<file path="config.mk">
export PLATFORM = sky130hd
export DESIGN_NAME = sram_like_bridge_flat
export DESIGN_NICKNAME = d
export VERILOG_FILES = /design/src/rtl/sram_like_bridge_if.sv /design/src/rtl/sram_like_bridge.sv /design/src/flat_wrapper.sv
export SDC_FILE = /design/constraint.sdc
export NUM_CORES = 1
export LEC_CHECK = 0
export ABC_AREA = 1
export CAP_MARGIN = 5
export CORE_MARGIN = 4
export CORE_UTILIZATION = 36
export CTS_CLUSTER_DIAMETER = 50
export DETAILED_ROUTE_END_ITERATION = 8
export GPL_ROUTABILITY_DRIVEN = 0
export GPL_TIMING_DRIVEN = 0
export HOLD_SLACK_MARGIN = 0.12
export MAX_ROUTING_LAYER = met4
export PLACE_DENSITY = 0.76
export SYNTH_ARGS = -nofsm -noshare
export SYNTH_HDL_FRONTEND = slang
export SYNTH_SLANG_ARGS = --single-unit
</file>
<file path="constraint.sdc">
create_clock -name clk -period 3.35 [get_ports clk]
set_input_delay 0.5025 -clock clk [delete_from_list [all_inputs] [get_ports clk]]
set_output_delay 0.5025 -clock clk [all_outputs]
set_load 0.01 [all_outputs]
</file>
<file path="src/rtl/sram_like_bridge_if.sv">
// ----------------------------------------------------------------------------
// sram_like_bridge_if
// Purpose : SRAM-like bus bundle between a memory-port bridge and the
//           bus/cache side (request phase, then data phase).
// Signals :
//   bus_req      bridge -> bus   request valid
//   bus_wr       bridge -> bus   1 = write, 0 = read
//   bus_size     bridge -> bus   log2 of bytes transferred
//   bus_addr     bridge -> bus   byte address
//   bus_wdata    bridge -> bus   write data
//   bus_addr_ok  bus -> bridge   request accepted
//   bus_data_ok  bus -> bridge   data phase complete, bus_rdata valid
//   bus_rdata    bus -> bridge   read data
// Modports: master (bridge side), slave (bus/cache side).
// ----------------------------------------------------------------------------
interface sram_like_bridge_if #(
    parameter int ADDR_W = 32,
    parameter int DATA_W = 32
);
    logic              bus_req;
    logic              bus_wr;
    logic [2:0]        bus_size;
    logic [ADDR_W-1:0] bus_addr;
    logic [DATA_W-1:0] bus_wdata;
    logic              bus_addr_ok;
    logic              bus_data_ok;
    logic [DATA_W-1:0] bus_rdata;

    modport master (
        output bus_req, bus_wr, bus_size, bus_addr, bus_wdata,
        input  bus_addr_ok, bus_data_ok, bus_rdata
    );

    modport slave (
        input  bus_req, bus_wr, bus_size, bus_addr, bus_wdata,
        output bus_addr_ok, bus_data_ok, bus_rdata
    );
endinterface

</file>
<file path="src/rtl/sram_like_bridge.sv">
// ----------------------------------------------------------------------------
// sram_like_bridge
// Purpose : Converts a pipeline stage's single-cycle SRAM port into one
//           transaction on a handshaked SRAM-like bus, stalling the stage
//           while the transaction is outstanding and holding the returned
//           read data while the pipeline is frozen by another source.
// Ports   :
//   clk, rst            clock (rising edge), asynchronous active-high reset
//   cpu_en              access request from the pipeline stage
//   cpu_wen [BE_W]      byte write enables, all zero = read
//   cpu_addr/cpu_wdata  access address / store data
//   cpu_rdata           load data to the pipeline
//   cpu_stall           access not yet complete
//   pipe_stall          pipeline hold from other sources
//   bus                 sram_like_bridge_if.master bus port
// Build option:
//   SRAM_LIKE_BRIDGE_RDATA_BYPASS_EN  defined  -> read data and stall release
//       are forwarded combinationally in the completion cycle.
//   undefined (default)                        -> completion goes through a
//       one-cycle RESP state; cpu_rdata is purely registered.
// DATA_W must be 32, 64 or 128.
// ----------------------------------------------------------------------------
module sram_like_bridge #(
    parameter int  ADDR_W = 32,
    parameter int  DATA_W = 32,
    localparam int BE_W   = DATA_W / 8
) (
    input  logic              clk,
    input  logic              rst,
    input  logic              cpu_en,
    input  logic [BE_W-1:0]   cpu_wen,
    input  logic [ADDR_W-1:0] cpu_addr,
    input  logic [DATA_W-1:0] cpu_wdata,
    output logic [DATA_W-1:0] cpu_rdata,
    output logic              cpu_stall,
    input  logic              pipe_stall,
    sram_like_bridge_if.master bus
);

    typedef enum logic [2:0] {
        IDLE,
        ADDR,
        DATA,
        RESP,
        DONE
    } stateEnum;

    stateEnum          state;
    stateEnum          doneNext;
    logic              wrReg;
    logic [2:0]        sizeReg;
    logic [ADDR_W-1:0] addrReg;
    logic [DATA_W-1:0] wdataReg;
    logic [DATA_W-1:0] rdataReg;
    logic              completion;
    logic              inFlight;

    // Transfer size: full width for reads, otherwise the number of enabled
    // bytes rounded up to the next power of two (odd patterns are a caller
    // error, rounding up keeps every enabled lane inside the transfer).
    function automatic logic [2:0] sizeOf(input logic [BE_W-1:0] wen);
        int         cnt;
        logic [2:0] s;
        cnt = 0;
        for (int i = 0; i < BE_W; i++) begin
            cnt = cnt + int'(wen[i]);
        end
        if (cnt == 0) begin
            cnt = BE_W;
        end
        s = 3'd0;
        for (int i = 0; i < 5; i++) begin
            if ((1 << i) < cnt) begin
                s = 3'(i + 1);
            end
        end
        return s;
    endfunction

    // A data_ok is only meaningful once the request has been accepted:
    // either together with addr_ok, or any time later in DATA.
    assign completion = ((state == ADDR) && bus.bus_addr_ok && bus.bus_data_ok) ||
                        ((state == DATA) && bus.bus_data_ok);
    assign inFlight   = (state == ADDR) || (state == DATA);

`ifdef SRAM_LIKE_BRIDGE_RDATA_BYPASS_EN
    assign doneNext  = pipe_stall ? DONE : IDLE;
    // Stall releases in the completion cycle itself; rst gating keeps every
    // output at zero while reset is applied even if cpu_en is high.
    assign cpu_stall = !rst && (((state == IDLE) && cpu_en) || (inFlight && !completion));
    assign cpu_rdata = completion ? bus.bus_rdata : rdataReg;
`else
    assign doneNext  = RESP;
    assign cpu_stall = !rst && (((state == IDLE) && cpu_en) || inFlight);
    assign cpu_rdata = rdataReg;
`endif

    // Request is decoded from state only, so it drops the instant rst hits.
    assign bus.bus_req   = (state == ADDR);
    assign bus.bus_wr    = wrReg;
    assign bus.bus_size  = sizeReg;
    assign bus.bus_addr  = addrReg;
    assign bus.bus_wdata = wdataReg;

    always_ff @(posedge clk or posedge rst) begin
        if (rst) begin
            state    <= IDLE;
            wrReg    <= 1'b0;
            sizeReg  <= 3'd0;
            addrReg  <= '0;
            wdataReg <= '0;
            rdataReg <= '0;
        end else if (completion) begin
            if (!wrReg) begin
                rdataReg <= bus.bus_rdata;
            end
            state <= doneNext;
        end else begin
            case (state)
                IDLE: begin
                    // Issued even under pipe_stall: the bus latency then
                    // overlaps the external hold.
                    if (cpu_en) begin
                        wrReg    <= |cpu_wen;
                        sizeReg  <= sizeOf(cpu_wen);
                        addrReg  <= cpu_addr;
                        wdataReg <= cpu_wdata;
                        state    <= ADDR;
                    end
                end
                ADDR: begin
                    if (bus.bus_addr_ok) begin
                        state <= DATA;
                    end
                end
                DATA: begin
                    state <= DATA;
                end
                RESP: begin
                    state <= pipe_stall ? DONE : IDLE;
                end
                DONE: begin
                    if (!pipe_stall) begin
                        state <= IDLE;
                    end
                end
                default: begin
                    state <= IDLE;
                end
            endcase
        end
    end

endmodule

</file>
<file path="src/flat_wrapper.sv">
// flat-port wrapper written by rule: the top's interface ports become plain ports
module sram_like_bridge_flat 
#(
    parameter int  ADDR_W = 32,
    parameter int  DATA_W = 32,
    localparam int BE_W   = DATA_W / 8
)
  (clk, rst, cpu_en, cpu_wen, cpu_addr, cpu_wdata, cpu_rdata, cpu_stall, pipe_stall, bus_bus_req, bus_bus_wr, bus_bus_size, bus_bus_addr, bus_bus_wdata, bus_bus_addr_ok, bus_bus_data_ok, bus_bus_rdata);
  sram_like_bridge_if #(.ADDR_W(ADDR_W), .DATA_W(DATA_W)) bus_i ();
  input  logic clk;
  input  logic rst;
  input  logic cpu_en;
  input  logic [BE_W-1:0] cpu_wen;
  input  logic [ADDR_W-1:0] cpu_addr;
  input  logic [DATA_W-1:0] cpu_wdata;
  output logic [DATA_W-1:0] cpu_rdata;
  output logic cpu_stall;
  input  logic pipe_stall;
  output wire logic [$bits(bus_i.bus_req)-1:0] bus_bus_req;
  output wire logic [$bits(bus_i.bus_wr)-1:0] bus_bus_wr;
  output wire logic [$bits(bus_i.bus_size)-1:0] bus_bus_size;
  output wire logic [$bits(bus_i.bus_addr)-1:0] bus_bus_addr;
  output wire logic [$bits(bus_i.bus_wdata)-1:0] bus_bus_wdata;
  input wire logic [$bits(bus_i.bus_addr_ok)-1:0] bus_bus_addr_ok;
  input wire logic [$bits(bus_i.bus_data_ok)-1:0] bus_bus_data_ok;
  input wire logic [$bits(bus_i.bus_rdata)-1:0] bus_bus_rdata;
  assign bus_bus_req = bus_i.bus_req;
  assign bus_bus_wr = bus_i.bus_wr;
  assign bus_bus_size = bus_i.bus_size;
  assign bus_bus_addr = bus_i.bus_addr;
  assign bus_bus_wdata = bus_i.bus_wdata;
  assign bus_i.bus_addr_ok = bus_bus_addr_ok;
  assign bus_i.bus_data_ok = bus_bus_data_ok;
  assign bus_i.bus_rdata = bus_bus_rdata;
  sram_like_bridge #(.ADDR_W(ADDR_W), .DATA_W(DATA_W)) u_core (.clk(clk), .rst(rst), .cpu_en(cpu_en), .cpu_wen(cpu_wen), .cpu_addr(cpu_addr), .cpu_wdata(cpu_wdata), .cpu_rdata(cpu_rdata), .cpu_stall(cpu_stall), .pipe_stall(pipe_stall), .bus(bus_i));
endmodule
</file>
# --- Word-level counts from Yosys, hierarchy flattened ---
# Index checks and enable logic that the tools add are counted.
classes:
  n_addsub: 3
  order_cmp: 5
  eq_ne: 7
  muxes: 15
  bitwise: 2
  n_reduce_logical: 15
op_table:
  columns: ["cell", "n"]
  rows:
  - ["32-bit two-way mux", 4]
  - ["32-bit by 2-bit adder with 32-bit output", 2]
  - ["32-bit zero test", 1]
  - ["2-bit by 32-bit less-than comparator with 1-bit output (first input constant)", 1]
  - ["3-bit by 32-bit less-than comparator with 1-bit output (first input constant)", 1]
  - ["4-bit by 32-bit less-than comparator with 1-bit output (first input constant)", 1]
  - ["5-bit by 32-bit less-than comparator with 1-bit output (first input constant)", 1]
  - ["6-bit by 32-bit less-than comparator with 1-bit output (first input constant)", 1]
  - ["3-bit two-way mux", 7]
  - ["3-bit one-hot mux with 5 select lines", 1]
  - ["3-bit by 2-bit equality test with 1-bit output (second input constant)", 2]
  - ["3-bit by 2-bit != test with 1-bit output (second input constant)", 2]
  - ["3-bit AND reduction", 2]
  - ["1-bit logical AND", 5]
  - ["2-bit two-way mux", 2]
  - ["4-bit OR reduction", 1]
  - ["3-bit by 1-bit equality test with 1-bit output (second input constant)", 1]
  - ["3-bit equality test (second input constant)", 1]
  - ["3-bit zero test", 1]
  - ["1-bit logical OR", 3]
  - ["3-bit by 1-bit != test with 1-bit output (second input constant)", 1]
  - ["1-bit by 1-bit adder with 2-bit output", 1]
  - ["1-bit NOT", 2]
  - ["2-bit AND reduction", 1]
  - ["2 further kinds", 2]
totals:
  regBits: 103
  inputBits: 106
  out_inout_bits: 102
  elab_cells: 53

# --- Depth between registers and ports, before layout ---
# Gate-level depths: netlist of the first run.
logic_depth:
  ltp_word: 14
  ltp_mapped: 11
  depth_no_buf: 11

# --- Worst setup path after synthesis of the first run ---
# No wires, ideal clock.
synth_path:
  path_kind: "input port to flip-flop"
  startpoint: "input port cpu_wen[0]"
  endpoint: "register u_core.sizeReg[1], in the netlist u_core.bus.bus_size[1]"
  setup_ns: 0.066
  t_arrival_ns: 1.768
  required_time_ns: 3.284
  setup_slack_ns: 1.517
  path_stages: 11
  path_cell_list: "inv_1 > ha_1 > inv_1 > fa_1 > inv_1 > ha_1 > nand2_1 > inv_1 > o21ai_0 > nand2_1 > nand2_1"
synth_between:
  elab_chain_cells: 13
synth_rtl:
  columns: ["item", "line_no", "text"]
  rows:
  - ["start: declaration", "flat_wrapper.sv:13", "input logic [BE_W-1:0] cpu_wen;"]
  - ["1-bit by 1-bit adder with 2-bit output (*)", "sram_like_bridge.sv:66", "cnt = cnt + int'(wen[i]);"]
  - ["32-bit by 2-bit adder with 32-bit output (*) (2 in a row)", "sram_like_bridge.sv:66", null]
  - ["32-bit zero test", "sram_like_bridge.sv:68", "if (cnt == 0) begin"]
  - ["32-bit two-way mux (*)", "sram_like_bridge.sv:68", null]
  - ["32-bit two-way mux (*)", "sram_like_bridge.sv:123", "if (cpu_en) begin"]
  - ["32-bit two-way mux (*)", "sram_like_bridge.sv:119", "case (state)"]
  - ["32-bit two-way mux (*)", "sram_like_bridge.sv:113", "end else if (completion) begin"]
  - ["3-bit by 32-bit less-than comparator with 1-bit output", "sram_like_bridge.sv:73", "if ((1 << i) < cnt) begin"]
  - ["2-bit two-way mux (2 in a row)", "sram_like_bridge.sv:73", null]
  - ["3-bit two-way mux", "sram_like_bridge.sv:73", null]
  - ["3-bit two-way mux (*)", "sram_like_bridge.sv:73", null]
  - ["end signal: assignment", "sram_like_bridge.sv:125", "sizeReg <= sizeOf(cpu_wen);"]
  - ["end: declaration", "sram_like_bridge.sv:51", "logic [2:0] sizeReg;"]
# Every way passes the cells marked *; elsewhere a longest branch is shown, timed or not. The select of a mux whose other input is x is not followed.
# A chain may end at the register's enable or synchronous reset.

# --- Worst setup path in the final report of the first run ---
layout_path:
  startpoint: "register u_core.state[1]"
  endpoint: "output port cpu_stall"
layout_between:
  elab_chain_cells: 4
layout_rtl:
  columns: ["item", "line_no", "text"]
  rows:
  - ["start: declaration", "sram_like_bridge.sv:48", "stateEnum state;"]
  - ["start signal: assignment", "sram_like_bridge.sv:117", "state <= doneNext;"]
  - ["start signal: assignment", "sram_like_bridge.sv:140", "state <= pipe_stall ? DONE : IDLE;"]
  - ["3-bit by 1-bit equality test with 1-bit output (tied with other cells)", "sram_like_bridge.sv:84", "assign inFlight = (state == ADDR) || (state == DATA);"]
  - ["1-bit logical OR or 1-bit logical AND (tied branches)", "sram_like_bridge.sv:84, sram_like_bridge.sv:94", null]
  - ["1-bit logical OR (*)", "sram_like_bridge.sv:94", "assign cpu_stall = !rst && (((state == IDLE) && cpu_en) || inFlight);"]
  - ["1-bit logical AND (*)", "sram_like_bridge.sv:94", null]
  - ["end: declaration", "flat_wrapper.sv:17", "output logic cpu_stall;"]
# Every way passes the cells marked *; elsewhere a longest branch is shown, timed or not.

==> flow_summary.ini, run 1 <==
[timing]
finalCritPeriodShare = 0.793
final-setup-viol-count = 0
finClkSkew_ps = 10.8
drv_slew = 0
hold_viol = 0
timing.setup.tns_ps = 0
fmax_mhz = 376
min_period_ps = 2660
worstMarginPinSlew_ps = 708
rsz0062_at_grt = false
slew_headroom = 0.528

[floorplan]
ioPinCount = 208
row_count = 38
die_w_um = 115
die_h_um = 115
dieArea_um2 = 13200
start_util = 0.374
core-area_um2 = 11000

[synthesis]
synth_area_um2 = 4100
synthCells = 468
synth_top_area_share = 0.622
synthTopCellsByArea = dfrtp_1 (62%), nand2_1 (24%), nand3_1 (4.4%)
synth_nets = 578
avgSynthCellArea_um2 = 8.77
yosys.area.top_type = dfrtp_1
ys_seq_area_frac = 0.622
ys_ff_latch = 102
yosysWarnings = 0
synth.distinct_cells = 21

[grt]
grt_overflow = 0
antenna_found_initial = 0
grt_use_total = 0.187
grt_pass1_vias = 3997
grt_pass1_wl_um = 19000
grt_max_degree = 57

[setup_path]
cpMaxStageDelayCell = clkdlybuf4s50_1
crit_buf_inv = 2
ff2ff_path_depth = 6
endpoint = cpu_stall
reg2reg_slack_ps = 1840
critical-path-top-delay-family = buffers and inverters
r2r-end = u_core.bus.bus_wdata[10]$_DFFE_PP0P_
crit_fanout = 10
start_kind = register
worstPathCellList = nor3_2 > nand2_2 > buf_2 > a21oi_1 > clkdlybuf4s50_1
worst-path-stages = 5
arrival_ps = 2150
critPathCaptureType = primary output
crit_start = u_core.state[1]$_DFFE_PP0P_
worstPathRequired_ps = 2850
critPathMaxStageDelay_ps = 570
worstSetupPathType = reg2out
r2r-start = u_core.state[1]$_DFFE_PP0P_

[power]
ir_drop_mv = 0.405
power.density_nw_per_um2 = 894
leakagePower_uw = 0.00331

[final_layout]
fillers = 961
area_delta_synth_final_pct = 63.0
final_net_count = 796
drive_gt1_frac = 0.0564
layout_commonest_cell = nand2_1
n_antenna_cell = 0
final_cell_mix = nand2_1 (266), clkdlybuf4s50_1 (206), dfrtp_1 (102)
seqCellArea_um2 = 2550
multi_input_area_um2 = 1340
design_area_um2 = 6690

[cts]
clockBufferDepth = 2
cts_resized = 0
cts_tree = done
clock-sinks = 102
clockRootBuffer = clkbuf_16
htreeDepth = 3
cts.clk_slew.worst_paths_ps = 60
postCtsSetupBuffers = 0
postCtsHoldBufs = 0
worstSkewPairLatency_ps = 340
numCtsBuffers = 9

[routing]
drt_pre_antenna_iters = 4
viasPerCell = 4.63
drt_first_iter_violations = 191
antenna_left = 0
drc = 0
wl_per_cell_um = 14.3
routed_wl_um = 11900
vias = 3849

[placed_design]
portBuffers = 206
dpl_cell_area_um2 = 6370
hpwl_um = 9110

[run_status]
status = completed

[min_path]
hold_path_class = reg2reg

[flow_run]
cap_violations = 0
## kinds of logic (layout without fill, tap and decap cells)
group | count (synthesis) | after routing | share of synthesized area
and+or+nand+nor | 316 | 316 | 0.307
other | 1 | 1 | 0.000914
DFF | 102 | 102 | 0.622
AOI/OAI and AO/OA | 4 | 4 | 0.00488
buffers and inverters | 41 | 264 | 0.0509
adders and majority gates | 4 | 4 | 0.0140
## cell usage after synthesis
master and instances:
inv_2 2, clkinv_1 1, nand4_1 4, o21ai_0 3, buf_4 4, nor2_1 4
clkbuf_1 8, conb_1 1, buf_2 8, nand3_1 36, nor3_2 1, buf_6 4
fa_1 1, a21oi_1 1, nor2_2 1, ha_1 3, or2_2 1, inv_1 14
nand2_1 266, dfrtp_1 102, nand2_2 3
## power breakdown
| group | total (uW) | internal [uW] | switching, uW |
|---|---|---|---|
| clock | 1110 | 677 | 432 |
| combinational | 2750 | 1430 | 1320 |
| sequential | 2120 | 1800 | 318 |
## through the flow
| stage | setup WS, ps | hold WS (ps) | util | total power, uW | instances |
|---|---|---|---|---|---|
| 6_report | 693 | 472 | 0.609 | 5980 | 831 |
| 5_1_grt | 535 | 496 | 0.609 | 6400 | 831 |
| 4_1_cts | 657 | 474 | 0.609 | 6050 | 831 |
| 3_5_place_dp | 724 | 459 | 0.580 | 4910 | 815 |
| 3_3_place_gp | -1290 | 453 | 0.577 | 4820 | 814 |
| 2_1_floorplan | 172 | 507 | - | 3300 | 468 |
## sequential cells by signal (all words and copies together), names as in the netlist
name and cells:
u_core.bus.bus_addr 32, u_core.bus.bus_size 2, u_core.bus.bus_wdata 32, u_core.bus.bus_wr 1, u_core.cpu_rdata 32, u_core.state 3
## area by class of cell
cell class,count,share of cell area
clock buffer,13,0.0374
inverter,17,0.00992
timing repair buffer,207,0.312
sequential,102,0.382
clock inverter,3,0.0101
multi-input combinational,325,0.201
tap,140,0.0262
buffer,24,0.0217
## worst min-delay path by stage
stage | depth (start not counted) | slack (ps) | startpoint | end
after floorplan | 2 | 510 | u_core.cpu_rdata[18]$_DFFE_PP0P_ | u_core.cpu_rdata[18]$_DFFE_PP0P_
after global placement | 2 | 450 | u_core.cpu_rdata[16]$_DFFE_PP0P_ | u_core.cpu_rdata[16]$_DFFE_PP0P_
after detailed placement | 2 | 460 | u_core.cpu_rdata[5]$_DFFE_PP0P_ | u_core.cpu_rdata[5]$_DFFE_PP0P_
after CTS | 2 | 470 | u_core.cpu_rdata[15]$_DFFE_PP0P_ | u_core.cpu_rdata[15]$_DFFE_PP0P_
after global routing | 2 | 500 | u_core.cpu_rdata[5]$_DFFE_PP0P_ | u_core.cpu_rdata[5]$_DFFE_PP0P_
final | 2 | 470 | u_core.cpu_rdata[16]$_DFFE_PP0P_ | u_core.cpu_rdata[16]$_DFFE_PP0P_
## worst min-delay path, cell delays in order, from the launching register on
cell	delay, ps
dfrtp_1	340
nand2_1	50
nand2_1	50
## layer usage
metal / share of wire / vias to the layer above / global-route usage
met5: 0 / - / -
met4: 0.018 / 0 / 0.0634
met3: 0.068 / 20 / 0.0395
met2: 0.50 / 143 / 0.310
met1: 0.42 / 1817 / 0.229
li1: - / 1869 / -
No activity file was read; power rests on OpenSTA's default activity.
==> inputs of run 2 (changes only) <==
==> constraint.sdc (replaced) <==
create_clock -name clk -period 2.2 [get_ports clk]
set_input_delay 0.33 -clock clk [delete_from_list [all_inputs] [get_ports clk]]
set_output_delay 0.33 -clock clk [all_outputs]
set_load 0.01 [all_outputs]
==> flow_summary.ini, run 2 (synthesis gave the netlist of run 1 again) <==
[setup_path]
crit_fanout = 10
critical-path-top-delay-family = buffers and inverters
cpMaxStageDelayCell = dfrtp_1
worstPathRequired_ps = 1870
critPathMaxStageDelay_ps = 430
reg2reg_slack_ps = 670
crit_buf_inv = 2
worst-path-stages = 5
arrival_ps = 1770
worstPathCellList = nor3_2 > nand2_2 > buf_2 > a21oi_1 > dlygate4sd2_1
ff2ff_path_depth = 8
start_kind = register
r2r-start = u_core.state[1]$_DFFE_PP0P_
crit_start = u_core.state[1]$_DFFE_PP0P_
worstSetupPathType = reg2out
critPathCaptureType = primary output

[final_layout]
fin_util = 0.608
n_antenna_cell = 0
multi_input_area_um2 = 1340
layout_commonest_cell = nand2_1
final_net_count = 799
area_delta_synth_final_pct = 62.7
final_cell_mix = nand2_1 (266), clkdlybuf4s50_1 (205), dfrtp_1 (102)
seqCellArea_um2 = 2550
fillers = 950
drive_gt1_frac = 0.0592

[grt]
grt_max_degree = 32
antenna_found_initial = 0
grt_overflow = 0
grt_pass1_vias = 4027
grt_pass1_wl_um = 19000
grt_use_total = 0.185

[routing]
vias = 3864
routed_wl_um = 12000
drt_pre_antenna_iters = 4
viasPerCell = 4.64
drc = 0
wl_per_cell_um = 14.4
antenna_left = 0
drt_first_iter_violations = 204

[floorplan]
start_util = 0.374
dieArea_um2 = 13200
die_h_um = 115
core-area_um2 = 11000
ioPinCount = 208
die_w_um = 115
row_count = 38

[flow_run]
cap_violations = 0

[cts]
clockBufferDepth = 2
clockRootBuffer = clkbuf_16
cts_tree = done
numCtsBuffers = 9
clock-sinks = 102
htreeDepth = 3
cts.clk_slew.worst_paths_ps = 60
worstSkewPairLatency_ps = 330

[timing]
min_period_ps = 2100
hold_viol = 0
finClkSkew_ps = 3.26
slew_headroom = 0.618
worst_slack_ps = 96.8
fmax_mhz = 475
drv_slew = 0
final-setup-viol-count = 0
worstMarginPinSlew_ps = 572
rsz0062_at_grt = false
finalCritPeriodShare = 0.956

[power]
power.density_nw_per_um2 = 1320
p_total_uw = 8830
leakagePower_uw = 0.00332
ir_drop_mv = 0.637

[placed_design]
hpwl_um = 9290
dp_slack_ps = -123
portBuffers = 206

[run_status]
status = completed

[min_path]
hold_path_class = in2async
run 2: cell types whose count changed in the layout (fill, tap and decap cells not counted), sizes merged:
cell	previous run	this run
clkinv	1	3
clkdlybuf4s50	206	205
dlygate4sd2	0	1
clkbuf	21	20
inv	16	15
buf	17	20
bufinv	2	0
run 2: metrics by stage:
stage | TNS [ps] | hold WS [ps] | cells | area [um^2]
6_report | 0 | 439 | 832 | 6670
2_1_floorplan | 0 | 440 | 468 | 4110
5_1_grt | 0 | 467 | 832 | 6670
4_1_cts | 0 | 441 | 832 | 6670
3_3_place_gp | -37770 | 453 | 814 | 6340
3_5_place_dp | -329 | 461 | 817 | 6410
run 2: what timing repair did:
action                     CTS  global route
hold buffers                 0             0
buffers inserted             1             0
setup endpoints to repair    1             0
resized for setup            1             0
run 2: area by class of cell:
type,count,area share
buffer,24,0.0217
sequential,102,0.382
multi-input combinational,325,0.201
tap,140,0.0262
timing repair buffer,210,0.320
clock buffer,12,0.0369
clock inverter,2,0.00150
inverter,17,0.0101
run 2: worst reg2reg max path, stage by stage, from the launching register on:
cell and delay [ps]:
dfrtp_1 430, nor3_2 240, nand2_2 110, buf_4 180
inv_2 80, buf_6 150, buf_6 150, nand2_1 70
nand2_1 60
run 2: metal layers:
layer,track usage,up-vias,wire length [um]
li1,-,1874,-
met1,0.227,1809,4940
met2,0.303,156,5820
met3,0.0374,25,891
met4,0.0689,0,331
met5,-,-,0
run 2: worst paths after layout:
| path | endpoint |
|---|---|
| min in group clk | u_core.cpu_rdata[0]$_DFFE_PP0P_ |
| setup reg to reg | u_core.bus.bus_wdata[12]$_DFFE_PP0P_ |
| max in group asynchronous | u_core.cpu_rdata[2]$_DFFE_PP0P_ |
| setup / recovery | cpu_stall |
| hold reg to reg | u_core.cpu_rdata[0]$_DFFE_PP0P_ |
| hold / removal | u_core.bus.bus_wdata[26]$_DFFE_PP0P_ |
run 2: where the power goes:
group	leakage (uW)	switching, uW	total (uW)	internal [uW]
Sequential	0.00128	478	3220	2750
Combinational	0.00191	2000	4190	2190
Clock	0.000128	631	1410	783
Total	0.00332	3110	8830	5720
